===== config.mk =====
export PLATFORM = sky130hd
export DESIGN_NAME = alu_seq_flat
export DESIGN_NICKNAME = d
export VERILOG_FILES = /design/src/rtl/alu_pkg.sv /design/src/rtl/alu_seq_if.sv /design/src/rtl/alu_mul_seq.sv /design/src/rtl/alu_seq.sv /design/src/flat_wrapper.sv
export SDC_FILE = /design/constraint.sdc
export NUM_CORES = 1
export LEC_CHECK = 0
export ABC_AREA = 1
export BUFFER_PORTS_ARGS = -buffer_cell sky130_fd_sc_hd__buf_4
export CAP_MARGIN = 10
export CELL_PAD_IN_SITES_DETAIL_PLACEMENT = 1
export CELL_PAD_IN_SITES_GLOBAL_PLACEMENT = 2
export CORE_ASPECT_RATIO = 0.7
export CORE_MARGIN = 5
export CORE_UTILIZATION = 33
export DETAILED_ROUTE_END_ITERATION = 10
export PLACE_DENSITY_LB_ADDON = 0.1
export REMOVE_ABC_BUFFERS = 1
export SLEW_MARGIN = 5
export SYNTH_ARGS = -nofsm -noshare
export SYNTH_HDL_FRONTEND = slang
export SYNTH_SLANG_ARGS = --single-unit

===== constraint.sdc =====
create_clock -name clk -period 2.7 [get_ports clk]
set_input_delay 0.27 -clock clk [delete_from_list [all_inputs] [get_ports clk]]
set_output_delay 0.27 -clock clk [all_outputs]
set_load 0.05 [all_outputs]

===== src/rtl/alu_pkg.sv =====
// Shared types for the sequential ALU: opcodes, control states, opcode helpers.
package alu_pkg;

  typedef enum logic [3:0] {
    OP_ADD   = 4'd0,
    OP_SUB   = 4'd1,
    OP_RSB   = 4'd2,
    OP_OR    = 4'd3,
    OP_AND   = 4'd4,
    OP_ANDN  = 4'd5,
    OP_XOR   = 4'd6,
    OP_XNOR  = 4'd7,
    OP_SHL   = 4'd8,
    OP_SHR   = 4'd9,
    OP_SAR   = 4'd10,
    OP_MUL   = 4'd11,
    OP_RSV12 = 4'd12,
    OP_RSV13 = 4'd13,
    OP_RSV14 = 4'd14,
    OP_RSV15 = 4'd15
  } op_t;

  typedef enum logic [1:0] {
    S_IDLE,
    S_MUL,
    S_HOLD
  } state_t;

  function automatic logic is_reserved(input op_t op);
    return (op >= OP_RSV12);
  endfunction

endpackage


===== src/rtl/alu_seq_if.sv =====
// Operation-in / result-out handshake bundle for alu_seq.
interface alu_seq_if #(
  parameter int WIDTH = 8
);
  logic             in_valid;
  logic             in_ready;
  logic [3:0]       oper;
  logic [WIDTH-1:0] a;
  logic [WIDTH-1:0] b;
  logic             c_in;
  logic             out_valid;
  logic             out_ready;
  logic [WIDTH-1:0] result;
  logic [WIDTH-1:0] result_hi;
  logic             c_out;
  logic             zero;
  logic             neg;
  logic             ovf;
  logic             err;

  modport master (
    output in_valid, oper, a, b, c_in, out_ready,
    input  in_ready, out_valid, result, result_hi, c_out, zero, neg, ovf, err
  );

  modport slave (
    input  in_valid, oper, a, b, c_in, out_ready,
    output in_ready, out_valid, result, result_hi, c_out, zero, neg, ovf, err
  );
endinterface


===== src/rtl/alu_mul_seq.sv =====
// Iterative unsigned shift-add multiplier, one partial product per cycle.
module alu_mul_seq #(
  parameter int WIDTH = 8
) (
  input  logic               clk,
  input  logic               rst_n,
  input  logic               i_start,
  input  logic [WIDTH-1:0]   i_a,
  input  logic [WIDTH-1:0]   i_b,
  output logic               o_busy,
  output logic               o_done,
  output logic [2*WIDTH-1:0] o_product
);
  localparam int CW = $clog2(WIDTH);
  localparam logic [CW-1:0] LAST = CW'(WIDTH - 1);

  logic             r_busy;
  logic [CW-1:0]    r_cnt;
  logic [WIDTH-1:0] r_mcand;
  logic [WIDTH-1:0] r_hi;
  logic [WIDTH-1:0] r_lo;
  logic [WIDTH:0]   w_sum;

  // Add multiplicand into the high word when the current multiplier bit is set.
  always_comb begin
    w_sum = {1'b0, r_hi} + (r_lo[0] ? {1'b0, r_mcand} : '0);
  end

  // Load operands on start, then shift {sum, lo} right once per cycle.
  always_ff @(posedge clk or negedge rst_n) begin
    if (!rst_n) begin
      r_busy  <= 1'b0;
      r_cnt   <= '0;
      r_mcand <= '0;
      r_hi    <= '0;
      r_lo    <= '0;
    end else if (i_start) begin
      r_busy  <= 1'b1;
      r_cnt   <= '0;
      r_mcand <= i_a;
      r_hi    <= '0;
      r_lo    <= i_b;
    end else if (r_busy) begin
      r_hi  <= w_sum[WIDTH:1];
      r_lo  <= {w_sum[0], r_lo[WIDTH-1:1]};
      r_cnt <= r_cnt + 1'b1;
      if (r_cnt == LAST) r_busy <= 1'b0;
    end
  end

  // The product is exposed as the result of the step in flight, so the
  // caller can capture it on the same edge that retires the final step.
  assign o_busy    = r_busy;
  assign o_done    = r_busy && (r_cnt == LAST);
  assign o_product = {w_sum, r_lo[WIDTH-1:1]};

endmodule


===== src/rtl/alu_seq.sv =====
// Pipelined ALU with valid/ready on both sides; MUL runs on an iterative unit.
module alu_seq
  import alu_pkg::*;
#(
  parameter  int WIDTH = 8,
  localparam int SHW   = $clog2(WIDTH)
) (
  input  logic     clk,
  input  logic     rst_n,
  alu_seq_if.slave bus
);
  localparam logic [WIDTH-1:0] WIDTH_V = WIDTH'(WIDTH);

  state_t r_state, w_state_nxt;

  op_t              w_op;
  logic [WIDTH-1:0] w_x, w_y;
  logic [WIDTH:0]   w_sum;
  logic             w_add_ovf;
  logic             w_big;
  logic [SHW-1:0]   w_amt;
  logic [WIDTH:0]   w_shl, w_shr, w_sar;
  logic [WIDTH-1:0] w_res;
  logic             w_c, w_ovf, w_err, w_zero, w_neg;

  logic             w_in_ready, w_accept, w_mul_start, w_load_alu, w_load_mul;
  logic             w_mul_busy, w_mul_done;
  logic [2*WIDTH-1:0] w_prod;

  logic             r_out_valid;
  logic [WIDTH-1:0] r_result, r_result_hi;
  logic             r_c, r_zero, r_neg, r_ovf, r_err;

  assign w_op = op_t'(bus.oper);

  // Operand selection and shared adder for ADD/SUB/RSB.
  always_comb begin
    w_x = bus.a;
    w_y = bus.b;
    if (w_op == OP_SUB) begin
      w_y = ~bus.b;
    end else if (w_op == OP_RSB) begin
      w_x = bus.b;
      w_y = ~bus.a;
    end
    w_sum     = {1'b0, w_x} + {1'b0, w_y} + (WIDTH+1)'(bus.c_in);
    w_add_ovf = (w_x[WIDTH-1] == w_y[WIDTH-1]) && (w_sum[WIDTH-1] != w_x[WIDTH-1]);
    w_big     = (bus.b >= WIDTH_V);
    w_amt     = bus.b[SHW-1:0];
    // One guard bit on the shifted-out side captures the last bit lost.
    w_shl     = {1'b0, bus.a} << w_amt;
    w_shr     = {bus.a, 1'b0} >> w_amt;
    w_sar     = $signed({bus.a, 1'b0}) >>> w_amt;
  end

  // Single-cycle result and flag generation.
  always_comb begin
    w_res = '0;
    w_c   = 1'b0;
    w_ovf = 1'b0;
    case (w_op)
      OP_ADD, OP_SUB, OP_RSB: begin
        w_res = w_sum[WIDTH-1:0];
        w_c   = w_sum[WIDTH];
        w_ovf = w_add_ovf;
      end
      OP_OR:   w_res = bus.a | bus.b;
      OP_AND:  w_res = bus.a & bus.b;
      OP_ANDN: w_res = ~bus.a & bus.b;
      OP_XOR:  w_res = bus.a ^ bus.b;
      OP_XNOR: w_res = ~(bus.a ^ bus.b);
      OP_SHL:  if (!w_big) {w_c, w_res} = w_shl;
      OP_SHR:  if (!w_big) {w_res, w_c} = w_shr;
      OP_SAR: begin
        if (w_big) w_res = {WIDTH{bus.a[WIDTH-1]}};
        else       {w_res, w_c} = w_sar;
      end
      default: ;
    endcase
    w_err  = is_reserved(w_op);
    w_zero = !w_err && (w_res == '0);
    w_neg  = w_res[WIDTH-1];
  end

  alu_mul_seq #(.WIDTH(WIDTH)) u_mul (
    .clk       (clk),
    .rst_n     (rst_n),
    .i_start   (w_mul_start),
    .i_a       (bus.a),
    .i_b       (bus.b),
    .o_busy    (w_mul_busy),
    .o_done    (w_mul_done),
    .o_product (w_prod)
  );

  // Control state register.
  always_ff @(posedge clk or negedge rst_n) begin
    if (!rst_n) r_state <= S_IDLE;
    else        r_state <= w_state_nxt;
  end

  // Next-state: MUL parks in HOLD until its result is taken.
  always_comb begin
    w_state_nxt = r_state;
    case (r_state)
      S_IDLE:  if (w_mul_start) w_state_nxt = S_MUL;
      S_MUL:   if (w_mul_done) w_state_nxt = S_HOLD;
      S_HOLD:  if (r_out_valid && bus.out_ready) w_state_nxt = S_IDLE;
      default: w_state_nxt = S_IDLE;
    endcase
  end

  // Handshake and load strobes; in_ready never looks at in_valid.
  always_comb begin
    w_in_ready  = (r_state == S_IDLE) && !w_mul_busy && (!r_out_valid || bus.out_ready);
    w_accept    = bus.in_valid && w_in_ready;
    w_mul_start = w_accept && (w_op == OP_MUL);
    w_load_alu  = w_accept && (w_op != OP_MUL);
    w_load_mul  = (r_state == S_MUL) && w_mul_done;
  end

  // Output registers: hold while stalled, replace on take-and-accept.
  always_ff @(posedge clk or negedge rst_n) begin
    if (!rst_n) begin
      r_out_valid <= 1'b0;
      r_result    <= '0;
      r_result_hi <= '0;
      r_c         <= 1'b0;
      r_zero      <= 1'b0;
      r_neg       <= 1'b0;
      r_ovf       <= 1'b0;
      r_err       <= 1'b0;
    end else if (w_load_alu) begin
      r_out_valid <= 1'b1;
      r_result    <= w_res;
      r_result_hi <= '0;
      r_c         <= w_c;
      r_zero      <= w_zero;
      r_neg       <= w_neg;
      r_ovf       <= w_ovf;
      r_err       <= w_err;
    end else if (w_load_mul) begin
      r_out_valid <= 1'b1;
      r_result    <= w_prod[WIDTH-1:0];
      r_result_hi <= w_prod[2*WIDTH-1:WIDTH];
      r_c         <= 1'b0;
      r_zero      <= (w_prod == '0);
      r_neg       <= w_prod[2*WIDTH-1];
      r_ovf       <= 1'b0;
      r_err       <= 1'b0;
    end else if (r_out_valid && bus.out_ready) begin
      r_out_valid <= 1'b0;
    end
  end

  assign bus.in_ready  = w_in_ready;
  assign bus.out_valid = r_out_valid;
  assign bus.result    = r_result;
  assign bus.result_hi = r_result_hi;
  assign bus.c_out     = r_c;
  assign bus.zero      = r_zero;
  assign bus.neg       = r_neg;
  assign bus.ovf       = r_ovf;
  assign bus.err       = r_err;

endmodule


===== src/flat_wrapper.sv =====
// flat-port wrapper written by rule: the top's interface ports become plain ports
module alu_seq_flat import alu_pkg::*;
#(
  parameter  int WIDTH = 8,
  localparam int SHW   = $clog2(WIDTH)
)
  (clk, rst_n, bus_in_valid, bus_oper, bus_a, bus_b, bus_c_in, bus_out_ready, bus_in_ready, bus_out_valid, bus_result, bus_result_hi, bus_c_out, bus_zero, bus_neg, bus_ovf, bus_err);
  alu_seq_if #(.WIDTH(WIDTH)) bus_i ();
  input  logic clk;
  input  logic rst_n;
  input wire logic [$bits(bus_i.in_valid)-1:0] bus_in_valid;
  input wire logic [$bits(bus_i.oper)-1:0] bus_oper;
  input wire logic [$bits(bus_i.a)-1:0] bus_a;
  input wire logic [$bits(bus_i.b)-1:0] bus_b;
  input wire logic [$bits(bus_i.c_in)-1:0] bus_c_in;
  input wire logic [$bits(bus_i.out_ready)-1:0] bus_out_ready;
  output wire logic [$bits(bus_i.in_ready)-1:0] bus_in_ready;
  output wire logic [$bits(bus_i.out_valid)-1:0] bus_out_valid;
  output wire logic [$bits(bus_i.result)-1:0] bus_result;
  output wire logic [$bits(bus_i.result_hi)-1:0] bus_result_hi;
  output wire logic [$bits(bus_i.c_out)-1:0] bus_c_out;
  output wire logic [$bits(bus_i.zero)-1:0] bus_zero;
  output wire logic [$bits(bus_i.neg)-1:0] bus_neg;
  output wire logic [$bits(bus_i.ovf)-1:0] bus_ovf;
  output wire logic [$bits(bus_i.err)-1:0] bus_err;
  assign bus_i.in_valid = bus_in_valid;
  assign bus_i.oper = bus_oper;
  assign bus_i.a = bus_a;
  assign bus_i.b = bus_b;
  assign bus_i.c_in = bus_c_in;
  assign bus_i.out_ready = bus_out_ready;
  assign bus_in_ready = bus_i.in_ready;
  assign bus_out_valid = bus_i.out_valid;
  assign bus_result = bus_i.result;
  assign bus_result_hi = bus_i.result_hi;
  assign bus_c_out = bus_i.c_out;
  assign bus_zero = bus_i.zero;
  assign bus_neg = bus_i.neg;
  assign bus_ovf = bus_i.ovf;
  assign bus_err = bus_i.err;
  alu_seq #(.WIDTH(WIDTH)) u_core (.clk(clk), .rst_n(rst_n), .bus(bus_i));
endmodule

* Word level (Yosys, flattened, before mapping)
Cells that the tools add are included.
Operators by class: $add $sub $neg 4, multiply operators 0, muxes and demuxes 42, equal/unequal tests 20, shift-type cells 3, order comparisons 2, reduce and logical (&&, ||, !) cells 23, bitwise gates (word level) 7, div/mod/pow operators 0
Operators with widths (number):
- $mux 8 | 16
- $pmux 8 s9 | 1
- $not 8->8 | 3
- $mux 1 | 18
- $and 8x8->8 | 2
- $eq 4x3->1 const B | 4
- $eq 4x4->1 const B | 4
- $logic_not 16->1 | 1
- $logic_and 1x1->1 | 10
- $add 8x8->9 | 1
- $add 8x9->9 | 1
- $add 9x1->9 | 1
- $shl 8x3->9 | 1
- $shr 9x3->9 | 1
- $sshr 9x3->9 | 1
- $eq 4x2->1 const B | 2
- $ge 8x4->1 const B | 1
- $logic_not 8->1 | 1
- $or 8x8->8 | 1
- $xor 8x8->8 | 1
- $mux 2 | 3
- $mux 3 | 2
- $pmux 2 s3 | 1
- $eq 4x1->1 const B | 1
- other kinds (19) | 23
Storage, ports and cells: output and inout bits 23, register bits after elaboration 52, RAM bits 0, memories kept 0, memory bits (read-only) 0, bits in latches 0, word-level logic and storage cells 115

* Logic depth before layout (Yosys ltp)
word-level depth 9, gate-level depth with buffers 19, mapped depth without buffers 18

* Modules after synthesis
From an unflattened synthesis, not the netlist that was laid out.
Second synthesis, totals: cell total of the unflattened synthesis 703, area total of the unflattened synthesis 4609.4 µm²
By module, submodules not included:
- alu_seq | sequential area each 600.6 µm², instances 1, cells an instance 504, area an instance 2986.6 µm²
- alu_mul_seq | sequential area each 700.7 µm², instances 1, cells an instance 199, area an instance 1622.8 µm²

* Worst setup path after synthesis
OpenSTA, ideal clock, no wires.
path kind input to register, start input bus_oper[1], end register u_core.r_zero (netlist: u_core.bus.zero), required time 2623 ps, cell stages on the path 16, setup time 77 ps, path slack -226 ps, arrival 2849 ps, cell sequence inv_2 -> nor2_1 -> nand2_1 -> clkbuf_1 -> clkbuf_1 -> o21ai_0 -> fa_1 -> fa_1 -> nand3b_1 -> nand2_1 -> nand2_1 -> a21oi_1 -> nor2_1 -> nor3_1 -> nand4_1 -> a21oi_1
Between the ends: longest elaborated chain between the ends 9, elaborated cells on any way between the ends 27, those cells by class 2 x add/sub; 1 x order compare; 11 x eq/ne; 6 x mux; 7 x reduce/logical
RTL lines:
- start: declaration | line flat_wrapper.sv:12 | input wire logic [$bits(bus_i.oper)-1:0] bus_oper;
- $eq 4x2->1 | line alu_seq.sv:42, alu_seq.sv:61
- $mux 8 | line alu_seq.sv:42 | end else if (w_op == OP_RSB) begin
- $mux 8 | line alu_seq.sv:40 | if (w_op == OP_SUB) begin
- $add 8x8->9 | line alu_seq.sv:46 | w_sum = {1'b0, w_x} + {1'b0, w_y} + (WIDTH+1)'(bus.c_in);
- $add 9x1->9 | line alu_seq.sv:46
- $pmux 8 s9 | line alu_seq.sv:61 | case (w_op)
- $logic_not 8->1 | line alu_seq.sv:81 | w_zero = !w_err && (w_res == '0);
- $logic_and 1x1->1 | line alu_seq.sv:81
- $mux 1 | line alu_seq.sv:133 | end else if (w_load_alu) begin
- end signal: assignment | line alu_seq.sv:138 | r_zero <= w_zero;
- end signal: assignment | line alu_seq.sv:147 | r_zero <= (w_prod == '0);
- end: declaration | line alu_seq.sv:32 | logic r_c, r_zero, r_neg, r_ovf, r_err;
Parallel ways exist; a longest one is shown, timed or not. A chain may end at the register's enable or synchronous reset.

* Worst setup path after layout
start input bus_oper[0], end register u_core.r_zero (netlist: u_core.bus.zero)
Same word-level chain as after synthesis.

==> impl_results.md <==
* Total GRT Usage at 23.1%
* Most common cell after layout, fill and taps aside: nand2_1
* Clock Skews at 0.00782 ns
* Final Cycle Share at 100%
* Worst-Margin Slew at 0.827 ns
* Vias after detailed routing at 5111
* FF-to-FF setup slack at 0.18 ns
* Setup crit end: u_core.bus.zero
* Yosys warning total at 0
* Number of synthesized flops with an enable pin at 0
* Num Clock Sinks at 52
* P_sw at 1.95 mW
* Post-synth ARST share at 100%
* Most frequent cells in the layout: nand2_1, buf_4, inv_1, nand3_1, dfrtp_1
* Finish-stage setup viols at 0
* Clock network fraction of total power at 15.4%
* Crit path launch: bus_oper[0]
* Port bufs at 47
* Final TNS setup at 0 ns
* Cell taking the most area after synthesis: dfrtp_1
* CP max stage cell: fa_2
* Synth Register Bits at 52
* Predominant post-synthesis flop cell: dfrtp_1
* Die footprint at 16000 um^2
* Core Region at 13200 um^2
* Sequential Power Share at 30.6%
* Num ports at 48
* Drt wl/cell at 19.1 um
* Leak pwr at 3.02 nW
* Starting Density at 33.9%
* Starting DRT DRC Count at 346
* Drt first pass iters at 7
* DRC Markers at 0
* Gr ovfl total at 0
* Final Critical Period at 2.70 ns
* ANT nets after route at 0
* Synth Instances at 689
* CTS Buf Count at 5
* H-tree Lvls at 2
* Hpwl dp at 14700 um
* Top-area cell type share of the netlist area at 29.1%
* Vias in the first global route at 5260
* Post-Syn Area per Cell at 6.50 um^2
* Cell row count at 35
* Cell Chain, Critical Path: buf_4 -> nor2_1 -> nand2_2 -> buf_4 -> nand2_1 -> o21ai_1 -> fa_2 -> fa_2 -> nand3b_1 -> nand2_2 -> buf_4 -> a21oi_1 -> o21ai_1 -> nand3_1 -> nor3_2 -> nand4_1 -> a21oi_2
* Slew headroom at 44.8%
* Worst vdd ir at 0.494 mV
* RR Endpoint: u_core.bus.zero
* Outcome: finished, final reports clean
* Cell internal pwr at 2.17 mW
* Worst R2R Start: u_core.u_mul.r_lo[0]
* Nature of the critical path endpoint: flip-flop
* Fin. Hold Viols at 0
* Max-Cap Viols at 0
* Max FO, Critical Path at 4
* Critical Path RT at 2.93 ns
* P&R area growth vs syn at 28.9%
* Worst hold path class: in -> async
* Worst-path clk slew at 0.07 ns
* Post-Place Setup Slack at -0.564 ns
* Layout cells sized above 1 at 23.0%
* Pwr dens at 713 nW/um^2
* Logic pwr share at 54.1%
* Vias/cell at 5.28
* Clock Path Buffers at 2
* Hold buffers post-CTS at 0
* CP Class: in -> reg
* Die Width at 149 um
* Seq/Total Area, Yosys at 29.1%
* Worst Reg2Reg Path Length in Cells at 13
* Synth area leaders: dfrtp_1, nand2_1, nand3_1
* Nets at 837
* Final hold slack at 0.0163 ns
* Crit path top cell by count: buf_4
* Antenna violations before repair at 0
* Largest net degree at the start of global routing at 53
* WP data arrival at 2.93 ns
* Total wire length at 18500 um
* Sw Share at 47.3%
* Crit path launch type: input port
* Die Y at 107 um
* Crit path largest cell delay at 0.40 ns
* First-pass GRT wire length at 28600 um
* Total power draw at 4.12 mW
* Fin. max-slew vios at 0
* Root Buffer: clkbuf_16
* Slack of the critical path at 0.0000437 ns
* Clk_lat worst skew at 0.30 ns
* Gp weighted congestion at 0.975
* Synth cell types at 41
* CTS tree: built
* Fmax at 0.370 GHz
* Post-Synthesis Cell Area at 4480 um^2
* RSZ-0062 raised after global routing: true
flip-flops by register name, indices dropped and copies added (netlist names), 2 cells and up:
register,count
u_core.bus.result,8
u_core.bus.result_hi,8
u_core.u_mul.r_hi,8
u_core.u_mul.r_lo,8
u_core.u_mul.r_mcand,8
u_core.u_mul.r_cnt,3
u_core.r_state,2
per-layer routing:
layer | vias up | routed length, um | global-route usage [%]
met2 | 132 | 7840 | 34.9
li1 | 2466 | - | -
met3 | 20 | 1050 | 4.00
met4 | 0 | 204 | 3.27
met1 | 2493 | 9410 | 35.2
met5 | - | 0 | 0
power by group through the flow:
stage	Combinational [mW]	Clock (mW)	Sequential (mW)
2_1_floorplan	0.989	0	1.54
3_3_place_gp	2.09	0	1.26
3_5_place_dp	2.14	0	1.27
4_1_cts	2.16	0.649	1.26
5_1_grt	2.44	0.691	1.29
6_report	2.23	0.633	1.26
worst min-delay path by stage:
stage                     start  slack [ns]  depth (start not counted)              endpoint
after floorplan           rst_n       -0.03                          0      u_core.bus.c_out
after global placement    rst_n        0.35                          1  u_core.u_mul.r_hi[5]
after detailed placement  rst_n        0.36                          1  u_core.u_mul.r_hi[6]
after CTS                 rst_n        0.05                          1  u_core.u_mul.r_hi[6]
after global routing      rst_n        0.06                          1  u_core.u_mul.r_hi[5]
final                     rst_n        0.02                          1  u_core.u_mul.r_hi[5]
cells in the mapped netlist, drive strengths merged (2+ instances only):
cell type / n
clkbuf: 9
nand3b: 3
buf: 12
fa: 3
xnor2: 2
a31oi: 2
nor3: 7
nand4: 15
ha: 27
or2: 3
inv: 89
xor2: 4
a22o: 2
dfrtp: 52
o21ai: 68
nand2: 204
o211ai: 10
o221ai: 5
a21oi: 30
nor2: 59
nand3: 72
a22oi: 3
worst max-delay path, delay by kind of cell:
family | cells | cell delay, ns
adder cells (fa/ha/maj) | 2 | 0.76
buffers and inverters | 3 | 0.39
AND/OR/NAND/NOR | 8 | 1.08
AO/OA/AOI/OAI | 4 | 0.43
per-stage QoR:
step                cell area, um^2  utilization, %  instances
floorplan                      4370               -        668
global placement               5390            40.8        958
detailed placement             5390            40.8        958
CTS                            5550            42.0        965
global route                   5770            43.6        967
finish                         5770            43.7        968
timing repair:
action | in CTS | in global routing
setup endpoints to repair | 8 | 11
gates resized for setup | 8 | 58
buffers inserted | 0 | 2
pin swaps | 1 | 27
cell families after synthesis:
logic type / share of synthesized area [%]
fa+ha+maj: 8.88
flops: 29.1
compound gates: 16.1
xor+xnor: 1.17
simple gates: 34.9
buf+inv: 9.89
layout make-up:
cell class / instances / area (um^2)
Sequential cell: 52 / 1300
Clock inverter: 2 / 12.5
Clock buffer: 5 / 125
Multi-Input combinational cell: 526 / 2920
Inverter: 90 / 342
Antenna cell: 1 / 2.50
Timing Repair Buffer: 107 / 837
Tap cell: 185 / 231
Fill cell: 1752 / 7450
(Power assumes the default switching activity.)
